File: src/rtl/fpro_arb_pkg.sv
// Shared types and widths for the two-master FPro bus arbiter.
package fpro_arb_pkg;

    localparam int FP_ADDR_W = 21;
    localparam int FP_DATA_W = 32;

    typedef enum logic [1:0] {
        IDLE  = 2'd0,
        ISSUE = 2'd1,
        WAIT  = 2'd2,
        DONE  = 2'd3
    } state_t;

    typedef struct packed {
        logic                 wr;
        logic                 video;
        logic [FP_ADDR_W-1:0] addr;
        logic [FP_DATA_W-1:0] wr_data;
    } fp_req_t;

endpackage

File: src/rtl/fpro_bus_arbiter_if.sv
// Bundle of both master req/ack ports plus the shared FPro bus.
interface fpro_bus_arbiter_if;
    import fpro_arb_pkg::*;

    logic                 m0_req, m1_req;
    logic                 m0_wr, m1_wr;
    logic                 m0_video, m1_video;
    logic [FP_ADDR_W-1:0] m0_addr, m1_addr;
    logic [FP_DATA_W-1:0] m0_wr_data, m1_wr_data;
    logic                 m0_lock, m1_lock;
    logic                 m0_ack, m1_ack;
    logic [FP_DATA_W-1:0] m0_rd_data, m1_rd_data;

    logic                 fp_video_cs, fp_mmio_cs, fp_wr, fp_rd;
    logic [FP_ADDR_W-1:0] fp_addr;
    logic [FP_DATA_W-1:0] fp_wr_data;
    logic [FP_DATA_W-1:0] fp_rd_data;

    modport slave (
        input  m0_req, m0_wr, m0_video, m0_addr, m0_wr_data, m0_lock,
        input  m1_req, m1_wr, m1_video, m1_addr, m1_wr_data, m1_lock,
        output m0_ack, m0_rd_data, m1_ack, m1_rd_data,
        output fp_video_cs, fp_mmio_cs, fp_wr, fp_rd, fp_addr, fp_wr_data,
        input  fp_rd_data
    );

    modport master (
        output m0_req, m0_wr, m0_video, m0_addr, m0_wr_data, m0_lock,
        output m1_req, m1_wr, m1_video, m1_addr, m1_wr_data, m1_lock,
        input  m0_ack, m0_rd_data, m1_ack, m1_rd_data,
        input  fp_video_cs, fp_mmio_cs, fp_wr, fp_rd, fp_addr, fp_wr_data,
        output fp_rd_data
    );

endinterface

File: src/rtl/rr_pick2.sv
// Two-way round-robin picker: on contention the master not served last wins.
module rr_pick2 (
    input  logic [1:0] req,
    input  logic       last,
    output logic       gnt,
    output logic       valid
);

    always_comb begin
        valid = |req;
        gnt   = (&req) ? ~last : req[1];
    end

endmodule

File: src/rtl/fpro_bus_arbiter.sv
// Round-robin arbiter sharing one FPro bus between two req/ack masters.
// Optional grant locking for back-to-back transactions: FPRO_ARB_LOCK_EN.
//
// state | meaning
// IDLE  | arbitrate; latch granted master's fields into holding regs
// ISSUE | single-cycle fp_wr/fp_rd strobe from holding regs
// WAIT  | count down read latency, sample fp_rd_data at cnt == 0
// DONE  | one-cycle ack to granted master, record it as last served
module fpro_bus_arbiter
    import fpro_arb_pkg::*;
#(
    parameter int RD_LAT = 1
) (
    input  logic               clk,
    input  logic               reset_n,
    fpro_bus_arbiter_if.slave  bus
);

    localparam logic [1:0] CNT_INIT = (RD_LAT > 0) ? 2'(RD_LAT - 1) : 2'd0;

    state_t               state_q, state_d;
    logic                 gnt_q, gnt_d;
    logic                 last_q, last_d;
    logic [1:0]           cnt_q, cnt_d;
    fp_req_t              hold_q, hold_d;
    logic [FP_DATA_W-1:0] rd_q, rd_d;

    logic                 pick_gnt, pick_valid;
    fp_req_t              m_fields [2];

    always_comb begin
        m_fields[0] = '{wr: bus.m0_wr, video: bus.m0_video,
                        addr: bus.m0_addr, wr_data: bus.m0_wr_data};
        m_fields[1] = '{wr: bus.m1_wr, video: bus.m1_video,
                        addr: bus.m1_addr, wr_data: bus.m1_wr_data};
    end

`ifdef FPRO_ARB_LOCK_EN
    logic [1:0] m_req, m_lock;
    assign m_req  = {bus.m1_req, bus.m0_req};
    assign m_lock = {bus.m1_lock, bus.m0_lock};
`endif

    rr_pick2 u_pick (
        .req   ({bus.m1_req, bus.m0_req}),
        .last  (last_q),
        .gnt   (pick_gnt),
        .valid (pick_valid)
    );

    always_comb begin
        state_d = state_q;
        gnt_d   = gnt_q;
        last_d  = last_q;
        cnt_d   = cnt_q;
        hold_d  = hold_q;
        rd_d    = rd_q;
        case (state_q)
            IDLE: begin
                if (pick_valid) begin
                    gnt_d   = pick_gnt;
                    hold_d  = m_fields[pick_gnt];
                    state_d = ISSUE;
                end
            end
            ISSUE: begin
                if (hold_q.wr) begin
                    state_d = DONE;
                end else if (RD_LAT == 0) begin
                    rd_d    = bus.fp_rd_data;
                    state_d = DONE;
                end else begin
                    cnt_d   = CNT_INIT;
                    state_d = WAIT;
                end
            end
            WAIT: begin
                if (cnt_q == 2'd0) begin
                    rd_d    = bus.fp_rd_data;
                    state_d = DONE;
                end else begin
                    cnt_d = cnt_q - 2'd1;
                end
            end
            DONE: begin
                last_d  = gnt_q;
                state_d = IDLE;
`ifdef FPRO_ARB_LOCK_EN
                // Locked master skips IDLE, so the other master cannot win arbitration.
                if (m_lock[gnt_q] && m_req[gnt_q]) begin
                    hold_d  = m_fields[gnt_q];
                    state_d = ISSUE;
                end
`endif
            end
            default: state_d = IDLE;
        endcase
    end

    always_ff @(posedge clk) begin
        if (!reset_n) begin
            state_q <= IDLE;
            gnt_q   <= 1'b0;
            last_q  <= 1'b1;
            cnt_q   <= 2'd0;
            hold_q  <= '0;
            rd_q    <= '0;
        end else begin
            state_q <= state_d;
            gnt_q   <= gnt_d;
            last_q  <= last_d;
            cnt_q   <= cnt_d;
            hold_q  <= hold_d;
            rd_q    <= rd_d;
        end
    end

    logic issue, done;
    assign issue = (state_q == ISSUE);
    assign done  = (state_q == DONE);

    assign bus.fp_wr       = issue &  hold_q.wr;
    assign bus.fp_rd       = issue & ~hold_q.wr;
    assign bus.fp_video_cs = issue &  hold_q.video;
    assign bus.fp_mmio_cs  = issue & ~hold_q.video;
    assign bus.fp_addr     = hold_q.addr;
    assign bus.fp_wr_data  = hold_q.wr_data;

    assign bus.m0_ack     = done & ~gnt_q;
    assign bus.m1_ack     = done &  gnt_q;
    assign bus.m0_rd_data = rd_q;
    assign bus.m1_rd_data = rd_q;

endmodule

File: src/flat_wrapper.sv
// flat-port wrapper written by rule: the top's interface ports become plain ports
module fpro_bus_arbiter_flat import fpro_arb_pkg::*;
#(
    parameter int RD_LAT = 1
)
  (clk, reset_n, bus_m0_req, bus_m0_wr, bus_m0_video, bus_m0_addr, bus_m0_wr_data, bus_m0_lock, bus_m1_req, bus_m1_wr, bus_m1_video, bus_m1_addr, bus_m1_wr_data, bus_m1_lock, bus_m0_ack, bus_m0_rd_data, bus_m1_ack, bus_m1_rd_data, bus_fp_video_cs, bus_fp_mmio_cs, bus_fp_wr, bus_fp_rd, bus_fp_addr, bus_fp_wr_data, bus_fp_rd_data);
  fpro_bus_arbiter_if bus_i ();
  input  logic clk;
  input  logic reset_n;
  input wire logic [$bits(bus_i.m0_req)-1:0] bus_m0_req;
  input wire logic [$bits(bus_i.m0_wr)-1:0] bus_m0_wr;
  input wire logic [$bits(bus_i.m0_video)-1:0] bus_m0_video;
  input wire logic [$bits(bus_i.m0_addr)-1:0] bus_m0_addr;
  input wire logic [$bits(bus_i.m0_wr_data)-1:0] bus_m0_wr_data;
  input wire logic [$bits(bus_i.m0_lock)-1:0] bus_m0_lock;
  input wire logic [$bits(bus_i.m1_req)-1:0] bus_m1_req;
  input wire logic [$bits(bus_i.m1_wr)-1:0] bus_m1_wr;
  input wire logic [$bits(bus_i.m1_video)-1:0] bus_m1_video;
  input wire logic [$bits(bus_i.m1_addr)-1:0] bus_m1_addr;
  input wire logic [$bits(bus_i.m1_wr_data)-1:0] bus_m1_wr_data;
  input wire logic [$bits(bus_i.m1_lock)-1:0] bus_m1_lock;
  output wire logic [$bits(bus_i.m0_ack)-1:0] bus_m0_ack;
  output wire logic [$bits(bus_i.m0_rd_data)-1:0] bus_m0_rd_data;
  output wire logic [$bits(bus_i.m1_ack)-1:0] bus_m1_ack;
  output wire logic [$bits(bus_i.m1_rd_data)-1:0] bus_m1_rd_data;
  output wire logic [$bits(bus_i.fp_video_cs)-1:0] bus_fp_video_cs;
  output wire logic [$bits(bus_i.fp_mmio_cs)-1:0] bus_fp_mmio_cs;
  output wire logic [$bits(bus_i.fp_wr)-1:0] bus_fp_wr;
  output wire logic [$bits(bus_i.fp_rd)-1:0] bus_fp_rd;
  output wire logic [$bits(bus_i.fp_addr)-1:0] bus_fp_addr;
  output wire logic [$bits(bus_i.fp_wr_data)-1:0] bus_fp_wr_data;
  input wire logic [$bits(bus_i.fp_rd_data)-1:0] bus_fp_rd_data;
  assign bus_i.m0_req = bus_m0_req;
  assign bus_i.m0_wr = bus_m0_wr;
  assign bus_i.m0_video = bus_m0_video;
  assign bus_i.m0_addr = bus_m0_addr;
  assign bus_i.m0_wr_data = bus_m0_wr_data;
  assign bus_i.m0_lock = bus_m0_lock;
  assign bus_i.m1_req = bus_m1_req;
  assign bus_i.m1_wr = bus_m1_wr;
  assign bus_i.m1_video = bus_m1_video;
  assign bus_i.m1_addr = bus_m1_addr;
  assign bus_i.m1_wr_data = bus_m1_wr_data;
  assign bus_i.m1_lock = bus_m1_lock;
  assign bus_m0_ack = bus_i.m0_ack;
  assign bus_m0_rd_data = bus_i.m0_rd_data;
  assign bus_m1_ack = bus_i.m1_ack;
  assign bus_m1_rd_data = bus_i.m1_rd_data;
  assign bus_fp_video_cs = bus_i.fp_video_cs;
  assign bus_fp_mmio_cs = bus_i.fp_mmio_cs;
  assign bus_fp_wr = bus_i.fp_wr;
  assign bus_fp_rd = bus_i.fp_rd;
  assign bus_fp_addr = bus_i.fp_addr;
  assign bus_fp_wr_data = bus_i.fp_wr_data;
  assign bus_i.fp_rd_data = bus_fp_rd_data;
  fpro_bus_arbiter #(.RD_LAT(RD_LAT)) u_core (.clk(clk), .reset_n(reset_n), .bus(bus_i));
endmodule
File: config.mk
export PLATFORM = sky130hd
export DESIGN_NAME = fpro_bus_arbiter_flat
export DESIGN_NICKNAME = d
export VERILOG_FILES = /design/src/rtl/fpro_arb_pkg.sv /design/src/rtl/fpro_bus_arbiter_if.sv /design/src/rtl/rr_pick2.sv /design/src/rtl/fpro_bus_arbiter.sv /design/src/flat_wrapper.sv
export SDC_FILE = /design/constraint.sdc
export NUM_CORES = 1
export LEC_CHECK = 0
export ABC_CLOCK_PERIOD_IN_PS = 2000
export CAP_MARGIN = 10
export CORE_MARGIN = 1
export CORE_UTILIZATION = 38
export CTS_BUF_LIST = sky130_fd_sc_hd__clkbuf_8
export DETAILED_ROUTE_END_ITERATION = 10
export PLACE_DENSITY = 0.82
export SYNTH_ARGS = -nofsm -noshare
export SYNTH_HDL_FRONTEND = slang
export SYNTH_SLANG_ARGS = --single-unit
File: constraint.sdc
create_clock -name clk -period 2 [get_ports clk]
set_clock_uncertainty 0.2 [all_clocks]
set_input_delay 0.2 -clock clk [delete_from_list [all_inputs] [get_ports clk]]
set_output_delay 0.2 -clock clk [all_outputs]
set_load 0.02 [all_outputs]
Word level (Yosys, flattened, before mapping) --
Cells that the tools add are included.
Word-level totals: bits in registers 93, input bits 148, output and inout port bits 123, word-level logic and storage cells 49
Cells by class: add/sub/neg operators 1, order comparisons 1, equality and inequality tests 7, muxes and demuxes 11, bitwise operators 11, reduce and logical (&&, ||, !) cells 9
Operator list (number):
- $mux W55 | 3
- $mux W2 | 4
- $pmux W2 S4 | 1
- $reduce_and A2 Y1 | 4
- $and A1 B1 Y1 | 6
- $eq A2 B2 Y1 const B | 2
- $logic_not A2 Y1 | 2
- $ne A2 B1 Y1 const B | 2
- $ne A2 B2 Y1 const B | 2
- $not A1 Y1 | 4
- $pmux W2 S2 | 1
- $reduce_and A3 Y1 | 1
- $eq A2 B1 Y1 const B | 1
- $ge A2 B2 Y1 const B | 1
- $mux W1 | 2
- $not A1 Y2 | 1
- $reduce_bool A2 Y1 | 1
- $reduce_or A2 Y1 | 1
- $sub A2 B1 Y2 const B | 1

Logic depth before layout (Yosys ltp) --
Gate-level depths: netlist of run 1.
word-level depth 6, mapped depth 7, gate-level depth less buffers 5

Modules after synthesis --
A second synthesis of run 1 with hierarchy kept.
Second synthesis, totals: cells, all modules 519, area, all modules 4585.6 um2
Modules (own cells, without submodules):
- fpro_bus_arbiter | instances 1, cells each 517, area an instance 4571.9 um2, sequential area each 1861.8 um2
- rr_pick2 | instances 1, cells each 2, area an instance 13.8 um2, sequential area each 0.0 um2

Worst setup path before layout of run 1 --
Ideal clock, no wire load.
path type flip-flop to flip-flop, start point register u_core.state_q[0], end point register u_core.hold_q (netlist bit u_core.bus.fp_wr_data[10]), library setup time 0.070 ns, data arrival time 1.323 ns, required time 1.730 ns, setup slack 0.408 ns, cell stages (with the launch flop) 8, path buffers 2, clock period less this slack 1.592 ns, path through dfxtp_1 -> inv_1 -> ha_1 -> o21ai_1 -> buf_2 -> buf_2 -> a21oi_1 -> a21oi_1
On the way: cells in the longest elaborated chain, start to end 2
RTL lines:
- from (decl) | RTL line fpro_bus_arbiter.sv:21 | state_t state_q, state_d;
- from (signal assigned) | RTL line fpro_bus_arbiter.sv:109 | state_q <= state_d;
- $logic_not A2 Y1 | RTL line fpro_bus_arbiter.sv:58 | case (state_q)
- $reduce_and A2 Y1 (no line)
- to (signal assigned) | RTL line fpro_bus_arbiter.sv:113 | hold_q <= hold_d;
- to (decl) | RTL line fpro_bus_arbiter.sv:25 | fp_req_t hold_q, hold_d;
Every way passes these cells. A chain may end at the register's enable or synchronous reset.

Worst setup path after layout of run 1 --
start point register u_core.state_q[1], end point output port bus_fp_wr
On the way: cells in the longest elaborated chain, start to end 2
RTL lines:
- $eq A2 B1 Y1 | RTL line fpro_bus_arbiter.sv:119 | assign issue = (state_q == ISSUE);
- $and A1 B1 Y1 | RTL line fpro_bus_arbiter.sv:122 | assign bus.fp_wr = issue & hold_q.wr;
- to (decl) | RTL line flat_wrapper.sv:28 | output wire logic [$bits(bus_i.fp_wr)-1:0] bus_fp_wr;
Every way passes these cells.

==> impl_metrics.ini, run 1 <==
[die]
io_pins = 271
fp-row-count = 38
fp.dieH_um = 110
start_util_pct = 39.8
die_x_um = 110
dieArea_mm2 = 0.0120
core-area_mm2 = 0.0111

[grt]
grt_pass1_wl_um = 19700
grt_util_all_layers_pct = 21.1
grt_overflow = 0
antenna_found_initial = 0
grt_pass1_vias = 4159
grt_max_degree = 61

[placed_design]
portBuffers = 268
dp_cells = 872
placed_cell_area_mm2 = 0.00661
gp_congestion = 0.794
pre_cts_slack_ns = 0.0635
dp_hpwl_um = 9630

[detailed_routing]
drtAntennaViolNets = 0
wire_per_inst_um = 14.9
route.detailed.drc = 0
num_vias = 4463
viasPerCell = 5.03
wirelength_um = 13200
dr.pass1.iters = 4
drt_iter0_markers = 295

[sta]
relSlewSlack_pct = 60.9
fmax_mhz = 520
fin_hold_ws_ns = 0.108
worst_slack_ns = 0.0779
setup_viol_count_final = 0
fin_crit_sh_pct = 96.1
rsz0062_at_grt = false
tightest_slew_ns = 0.587
finalSetupTns_ns = 0
period_needed_ns = 1.92
hold_viol_final = 0
drv_slew = 0

[logic_synthesis]
async_flop_share_pct = 0
ys_seq_area_share_pct = 42.2
synth-seq-cells = 93
synthesis.nets = 730
synth_top_area_share_pct = 42.2
synth.distinct_cells = 26
synth_edf_count = 0
yosysMostFrequentCell = a21oi_1
synth_flop_cell = dfxtp_1
synth_common_cells = a21oi_1 (143), nand2_1 (126), dfxtp_1 (93)
synth_warnings = 0
yosysTopAreaCell = dfxtp_1
synth_area_mm2 = 0.00441
syn_inst = 577
syn_avg_cell_area_um2 = 7.64
ys_top_cells_by_area = dfxtp_1 (42%), a21oi_1 (16%), buf_4 (15%)

[final_layout]
nets = 896
antennaDiodeCount = 0
syn2layout_area_growth_pct = 55.1
stdcell_count = 888
nFillCells = 940
drive_gt1_share_pct = 4.41
fin_area_mm2 = 0.00684
post-route-util_pct = 61.7

[critical_path]
crit_fanout = 5
arrival_ns = 1.52
required_ns = 1.60
crit_path_end_kind = output pin
worstSetupPathType = reg2out
start_kind = flop
reg2reg_setup_slack_ns = 0.16

[clock_network]
cts_made_buffers = 9
path_clk_slew_ns = 0.09
htreeDepth = 3
clock-sinks = 93
clk_latency_ns = 0.35
root_buffer = clkbuf_8
tritoncts = done
cts_max_path_buffers = 2

[power]
power.total_mw = 8.39
leakagePower_nw = 2.64
p_sw_mw = 3.27
seqPwrFrac_pct = 32.0
pwr-share-clk_pct = 17.1
p_int_mw = 5.12
comb_power_share_pct = 50.9
irDropWorstVdd_mv = 0.571
swShare_pct = 39.0
power.density_mw_per_mm2 = 1230

[run_status]
outcome = complete, no violations

[min_path]
hp-class = in2reg

[run]
maxCapViolCount = 0
-- power groups by stage --
stage | logic (mW) | clock network [mW] | registers [mW]
2_1_floorplan | 2.77 | 0 | 2.78
3_3_place_gp | 4.21 | 0 | 2.69
3_5_place_dp | 4.30 | 0 | 2.72
4_1_cts | 4.29 | 1.49 | 2.69
5_1_grt | 4.60 | 1.54 | 2.75
6_report | 4.27 | 1.44 | 2.69
-- cell families (layout without fill, tap and decap cells) --
logic type / count (synthesis) / after routing / synth area share [%]
muxes: 1 / 1 / 0.227
AOI/OAI and AO/OA: 208 / 208 / 24.5
buffers and inverters: 131 / 302 / 19.3
and+or+nand+nor: 139 / 139 / 12.3
DFF: 93 / 93 / 42.2
adders and majority gates: 5 / 5 / 1.42
-- worst max-delay path: stages (launching register included) --
cell and delay (ns):
dfxtp_2 0.38, inv_1 0.07, ha_1 0.21, nand2_1 0.14, inv_1 0.05, dlygate4sd2_1 0.33
-- sequential cells by signal, summed over array words and instances, names as in the netlist --
name,count
u_core.bus.fp_wr_data,32
u_core.bus.m0_rd_data,32
u_core.bus.fp_addr,21
u_core.cnt_q,2
u_core.hold_q,2
u_core.state_q,2
u_core.gnt_q,1
u_core.last_q,1
-- timing repair --
item / in CTS / in global routing
hold buffers: 0 / 0
buffers inserted: 0 / 0
resized for setup: 7 / 0
setup endpoints to repair: 6 / 0
-- per-layer routing --
metal	up-vias	GRT usage, %	part of all wire, %	wire length (um)
met5	-	0	0	0
met4	0	9.43	2.3	304
met3	27	6.28	9.5	1260
met2	233	38.5	50	6670
met1	2039	22.2	38	5010
li1	2164	-	-	-
-- cell type report --
class | instances | area (um^2) | share of cell area [%]
Timing Repair Buffer | 279 | 2830 | 41.3
Sequential cell | 93 | 1860 | 27.2
Multi-Input combinational cell | 353 | 1710 | 25.1
Tap cell | 140 | 175 | 2.56
Clock buffer | 11 | 151 | 2.21
Clock inverter | 5 | 82.6 | 1.21
Inverter | 7 | 26.3 | 0.384
-- placed cells by master (no fill, tap or decap), types with 2 or more instances in the layout --
cell,instances
clkdlybuf4s50_1,261
a21oi_1,143
nand2_1,126
dfxtp_1,92
o21ai_0,46
clkbuf_8,11
o21ai_1,9
inv_1,6
dlygate4sd2_1,6
buf_12,6
ha_1,5
buf_4,5
nor2_1,4
nor2b_1,3
and2_1,3
a211o_1,2
bufinv_16,2
clkinv_4,2
-- path summary, 6_finish.rpt --
check                           cells after the start                       from                         to
worst min-delay path                                3                    reset_n   u_core.bus.m0_rd_data[4]
worst max register to register                      6          u_core.state_q[0]  u_core.bus.fp_wr_data[14]
worst min register to register                      2  u_core.bus.m0_rd_data[23]  u_core.bus.m0_rd_data[23]
worst max-delay path                                5          u_core.state_q[1]                  bus_fp_wr
Power figures use the tool's default switching activity.
==> run 2: changes to the inputs <==
--- a/config.mk
+++ b/config.mk
@@ -11,6 +11,7 @@
 export CORE_UTILIZATION = 38
 export CTS_BUF_LIST = sky130_fd_sc_hd__clkbuf_8
 export DETAILED_ROUTE_END_ITERATION = 10
+export GPL_TIMING_DRIVEN = 0
 export PLACE_DENSITY = 0.82
 export SYNTH_ARGS = -nofsm -noshare
 export SYNTH_HDL_FRONTEND = slang
==> run 2 against run 1 <==
Compared with the run above:
- die area unchanged
- maximum frequency hardly changed
- sequential power barely moved
==> impl_metrics.ini, run 2 (synthesis results as in run 1) <==
[power]
leakagePower_nw = 3.11
irDropWorstVdd_mv = 0.653
power.total_mw = 8.86
power.density_mw_per_mm2 = 1190

[detailed_routing]
wire_per_inst_um = 14.8
drtAntennaViolNets = 0
route.detailed.drc = 0
drt_iter0_markers = 210
dr.pass1.iters = 4
num_vias = 4848
wirelength_um = 14800
viasPerCell = 4.84

[critical_path]
crit_path_end_kind = output pin
arrival_ns = 1.52
start_kind = flop
crit_fanout = 5
required_ns = 1.60
worstSetupPathType = reg2out

[placed_design]
portBuffers = 268
dp_hpwl_um = 11400
dp_cells = 985
gp_congestion = 0.811

[clock_network]
htreeDepth = 3
tritoncts = done
path_clk_slew_ns = 0.09
clk_latency_ns = 0.36
clock-sinks = 93
cts_made_buffers = 9
root_buffer = clkbuf_8
cts_max_path_buffers = 2
holdBufCountCts = 0
cts_setup_buffers = 0

[sta]
hold_viol_final = 0
setup_viol_count_final = 0
relSlewSlack_pct = 65.3
fin_hold_ws_ns = 0.177
period_needed_ns = 1.92
drv_slew = 0
rsz0062_at_grt = false
fmax_mhz = 521
fin_crit_sh_pct = 96.0
tightest_slew_ns = 0.520

[run]
maxCapViolCount = 0

[final_layout]
register_area_mm2 = 0.00186
nets = 1009
most-common-layout-cells = clkdlybuf4s50_1 (262), a21oi_1 (143), nand2_1 (126)
nFillCells = 882
final_common_cell = clkdlybuf4s50_1
stdcell_count = 1001
drive_gt1_share_pct = 15.3
multi_input_area_mm2 = 0.00170
syn2layout_area_growth_pct = 69.5
antennaDiodeCount = 0

[grt]
grt_util_all_layers_pct = 24.1
grt_overflow = 0
grt_pass1_wl_um = 22200
grt_max_degree = 16
grt_pass1_vias = 4715
antenna_found_initial = 0

[die]
dieArea_mm2 = 0.0120
core-area_mm2 = 0.0111
io_pins = 271
die_x_um = 110
start_util_pct = 39.8
fp-row-count = 38
fp.dieH_um = 110

[min_path]
hp-class = in2reg

[run_status]
outcome = complete, no violations
==> run 2: path summary, 6_finish.rpt <==
path	startpoint	endpoint	slack (ns)	cells after the start
max	u_core.state_q[1]	bus_fp_mmio_cs	0.08	4
min	bus_m0_addr[11]	u_core.bus.fp_addr[11]	0.18	3
max reg2reg	u_core.state_q[0]	u_core.bus.fp_wr_data[6]	0.15	7
min reg2reg	u_core.cnt_q[0]	u_core.cnt_q[0]	0.28	2
==> run 2: report_power, final <==
group          switching [mW]  total, mW  leakage [nW]  internal (mW)
clock network           0.679       1.29         0.108          0.613
logic                    2.44       4.87          2.24           2.43
registers               0.315       2.70         0.766           2.38
==> run 2: timing repair <==
item / CTS / global route
gates resized for setup: 7 / 16
hold endpoints to repair: 0 / 0
endpoints found under the setup margin: 6 / 43
==> run 2: through the flow <==
step	area [um^2]	setup WS [ns]	setup TNS [ns]	util, %
global route	7470	0.00938	0	67.4
global placement	7270	-0.0197	-0.164	65.6
CTS	7460	0.0208	0	67.3
floorplan	4410	0.408	0	-
finish	7470	0.0790	0	67.4
detailed placement	7270	-0.157	-2.52	65.6
==> run 2: area by class of cell <==
cell class,count,share of cell area [%]
Clock inverter,6,0.820
Buffer,124,11.2
Clock buffer,10,1.84
Sequential cell,93,24.9
Timing Repair Buffer,268,35.8
Inverter,7,0.352
Tap cell,140,2.34
Multi-Input combinational cell,353,22.7
==> run 2: critical path, cell delays in order, from the launching register on <==
cell and delay (ns):
dfxtp_2 0.35, inv_1 0.08, ha_1 0.20, nor2b_1 0.16
dlygate4sd2_1 0.36
==> run 2: layer usage <==
layer  share of wire, %  track usage (%)
met1                 38             24.5
met2                 51             45.6
met5                  0                0
met3                9.5             8.18
met4                1.5             8.29
==> run 3: changes to the inputs <==
--- a/config.mk
+++ b/config.mk
@@ -5,7 +5,7 @@
 export SDC_FILE = /design/constraint.sdc
 export NUM_CORES = 1
 export LEC_CHECK = 0
-export ABC_CLOCK_PERIOD_IN_PS = 2000
+export ABC_CLOCK_PERIOD_IN_PS = 1800
 export CAP_MARGIN = 10
 export CORE_MARGIN = 1
 export CORE_UTILIZATION = 38
==> constraint.sdc (replaced) <==
create_clock -name clk -period 1.8 [get_ports clk]
set_clock_uncertainty 0.2 [all_clocks]
set_input_delay 0.18 -clock clk [delete_from_list [all_inputs] [get_ports clk]]
set_output_delay 0.18 -clock clk [all_outputs]
set_load 0.02 [all_outputs]
==> run 3 against run 2 <==
Compared with the run above:
- first-iteration DRC count increased by 19%
- combinational power grew 8.0%
- global-route usage up 0.13 points
- via count increased by 0.72%
- die area did not move
- routed wire length grew 2.1%
- total power increased by 9.7%
- non-clock buffer count grew 1
- count of clock-buffer cells in the layout did not move
- critical path type is now reg2reg
- flip-flop and latch count unchanged
==> impl_metrics.ini, run 3 (synthesis results as in run 1) <==
[sta]
hold_viol_final = 0
fmax_mhz = 571
period_needed_ns = 1.75
tightest_slew_ns = 0.533
setup_viol_count_final = 0
relSlewSlack_pct = 64.5
finalSetupTns_ns = 0
fin_crit_sh_pct = 97.2
drv_slew = 0
fin_hold_ws_ns = 0.156

[final_layout]
final_common_cell = clkdlybuf4s50_1
most-common-layout-cells = clkdlybuf4s50_1 (168), a21oi_1 (143), nand2_1 (125)
nets = 1010
syn2layout_area_growth_pct = 70.5
stdcell_count = 1002
multi_input_area_mm2 = 0.00172
antennaDiodeCount = 0
drive_gt1_share_pct = 17.1
register_area_mm2 = 0.00186
fin_area_mm2 = 0.00752
nFillCells = 880

[detailed_routing]
dr.pass1.iters = 5
drtAntennaViolNets = 0
num_vias = 4883
wirelength_um = 15200
viasPerCell = 4.87
wire_per_inst_um = 15.1
drt_iter0_markers = 249
route.detailed.drc = 0

[min_path]
hold_depth = 3
hold_end = u_core.bus.fp_addr[11]
worstHoldStart = bus_m0_addr[11]
hp-class = in2reg

[placed_design]
gp_congestion = 0.811
dp_cells = 985
portBuffers = 268
placed_cell_area_mm2 = 0.00727
dp_hpwl_um = 11400

[clock_network]
clk_latency_ns = 0.36
root_buffer = clkbuf_8
cts_max_path_buffers = 2
htreeDepth = 3
tritoncts = done
clock-sinks = 93
cts_made_buffers = 9
path_clk_slew_ns = 0.09

[power]
comb_power_share_pct = 54.2
p_int_mw = 5.86
seqPwrFrac_pct = 31.0
leakagePower_nw = 3.88
power.density_mw_per_mm2 = 1290
swShare_pct = 39.7
p_sw_mw = 3.86
pwr-share-clk_pct = 14.8
irDropWorstVdd_mv = 0.699

[grt]
grt_overflow = 0
grt_pass1_vias = 4731
grt_max_degree = 16
grt_pass1_wl_um = 22300
antenna_found_initial = 0
grt_util_all_layers_pct = 24.2

[critical_path]
crit_family = compound AO/OA/AOI/OAI gates
reg2reg_to = u_core.state_q[0]
cp_cell_sequence = inv_2 > ha_1 > nor2b_1 > a211o_1 > a221oi_1
cp_slowest_cell = dfxtp_2
reg2reg_setup_slack_ns = 0.05
critPathBufInv = 1
required_ns = 1.85
crit_fanout = 4
arrival_ns = 1.80
slowest_delay_ns = 0.38
crit_path_end_kind = flop
rr_startpoint = u_core.state_q[0]
start_kind = flop
r2r_cells = 5
worstSetupPathType = reg2reg

[die]
die_x_um = 110
start_util_pct = 39.8
core-area_mm2 = 0.0111
io_pins = 271
dieArea_mm2 = 0.0120
fp-row-count = 38
fp.dieH_um = 110

[run]
maxCapViolCount = 0

[run_status]
outcome = complete, no violations
[run 3: tightest hold or removal path, stage by stage]
cell,delay [ns]
clkdlybuf4s50_1,0.39
nand2_1,0.05
a21oi_1,0.05
[run 3: cell type report]
type | count | area share (%)
timing repair buffer | 270 | 35.6
sequential | 93 | 24.8
multi-input combinational | 353 | 22.9
buffer | 123 | 11.3
tap | 140 | 2.33
clock buffer | 10 | 1.83
clock inverter | 6 | 0.815
inverter | 7 | 0.349
[run 3: power groups by stage]
stage | sequential [mW] | combinational [mW] | clock (mW)
final | 3.01 | 5.26 | 1.44
after global routing | 3.07 | 5.69 | 1.55
after CTS | 2.99 | 5.20 | 1.48
after detailed placement | 3.02 | 5.37 | 0
after global placement | 2.99 | 5.26 | 0
after floorplan | 3.09 | 3.07 | 0
[run 3: how the worst max path moves through the flow]
stage,start,end,slack [ns],depth (start not counted)
after detailed placement,reset_n,u_core.bus.m0_rd_data[13],-0.34,4
final,u_core.state_q[0],u_core.state_q[0],0.05,5
after global placement,reset_n,u_core.bus.m0_rd_data[19],-0.20,4
after CTS,u_core.state_q[0],u_core.bus.fp_addr[13],-0.0004,7
after global routing,u_core.state_q[0],u_core.bus.fp_wr_data[30],-0.007,7
after floorplan,u_core.state_q[0],u_core.bus.fp_wr_data[10],0.21,7
[run 3: what timing repair did]
item / 4_1_cts / 5_1_grt
gates cloned: 0 / 0
hold endpoints to repair: 0 / 0
setup endpoints to repair: 113 / 121
setup buffers: 0 / 2
resized for setup: 93 / 50
pin swaps: 0 / 0
hold buffers: 0 / 0
[run 3: layer usage]
layer	GRT usage (%)	routed length, um	vias up
met5	0	0	-
met2	45.7	7790	225
li1	-	-	2396
met1	24.5	5600	2242
met4	8.67	269	0
met3	8.18	1490	20
[run 3: metrics by stage]
| stage | total power [mW] | utilization, % | worst slack [ns] |
|---|---|---|---|
| detailed placement | 8.39 | 65.6 | -0.337 |
| global placement | 8.25 | 65.6 | -0.200 |
| CTS | 9.66 | 66.7 | -0.000404 |
| finish | 9.71 | 67.9 | 0.0498 |
| floorplan | 6.16 | - | 0.208 |
| global route | 10.3 | 67.9 | -0.00667 |
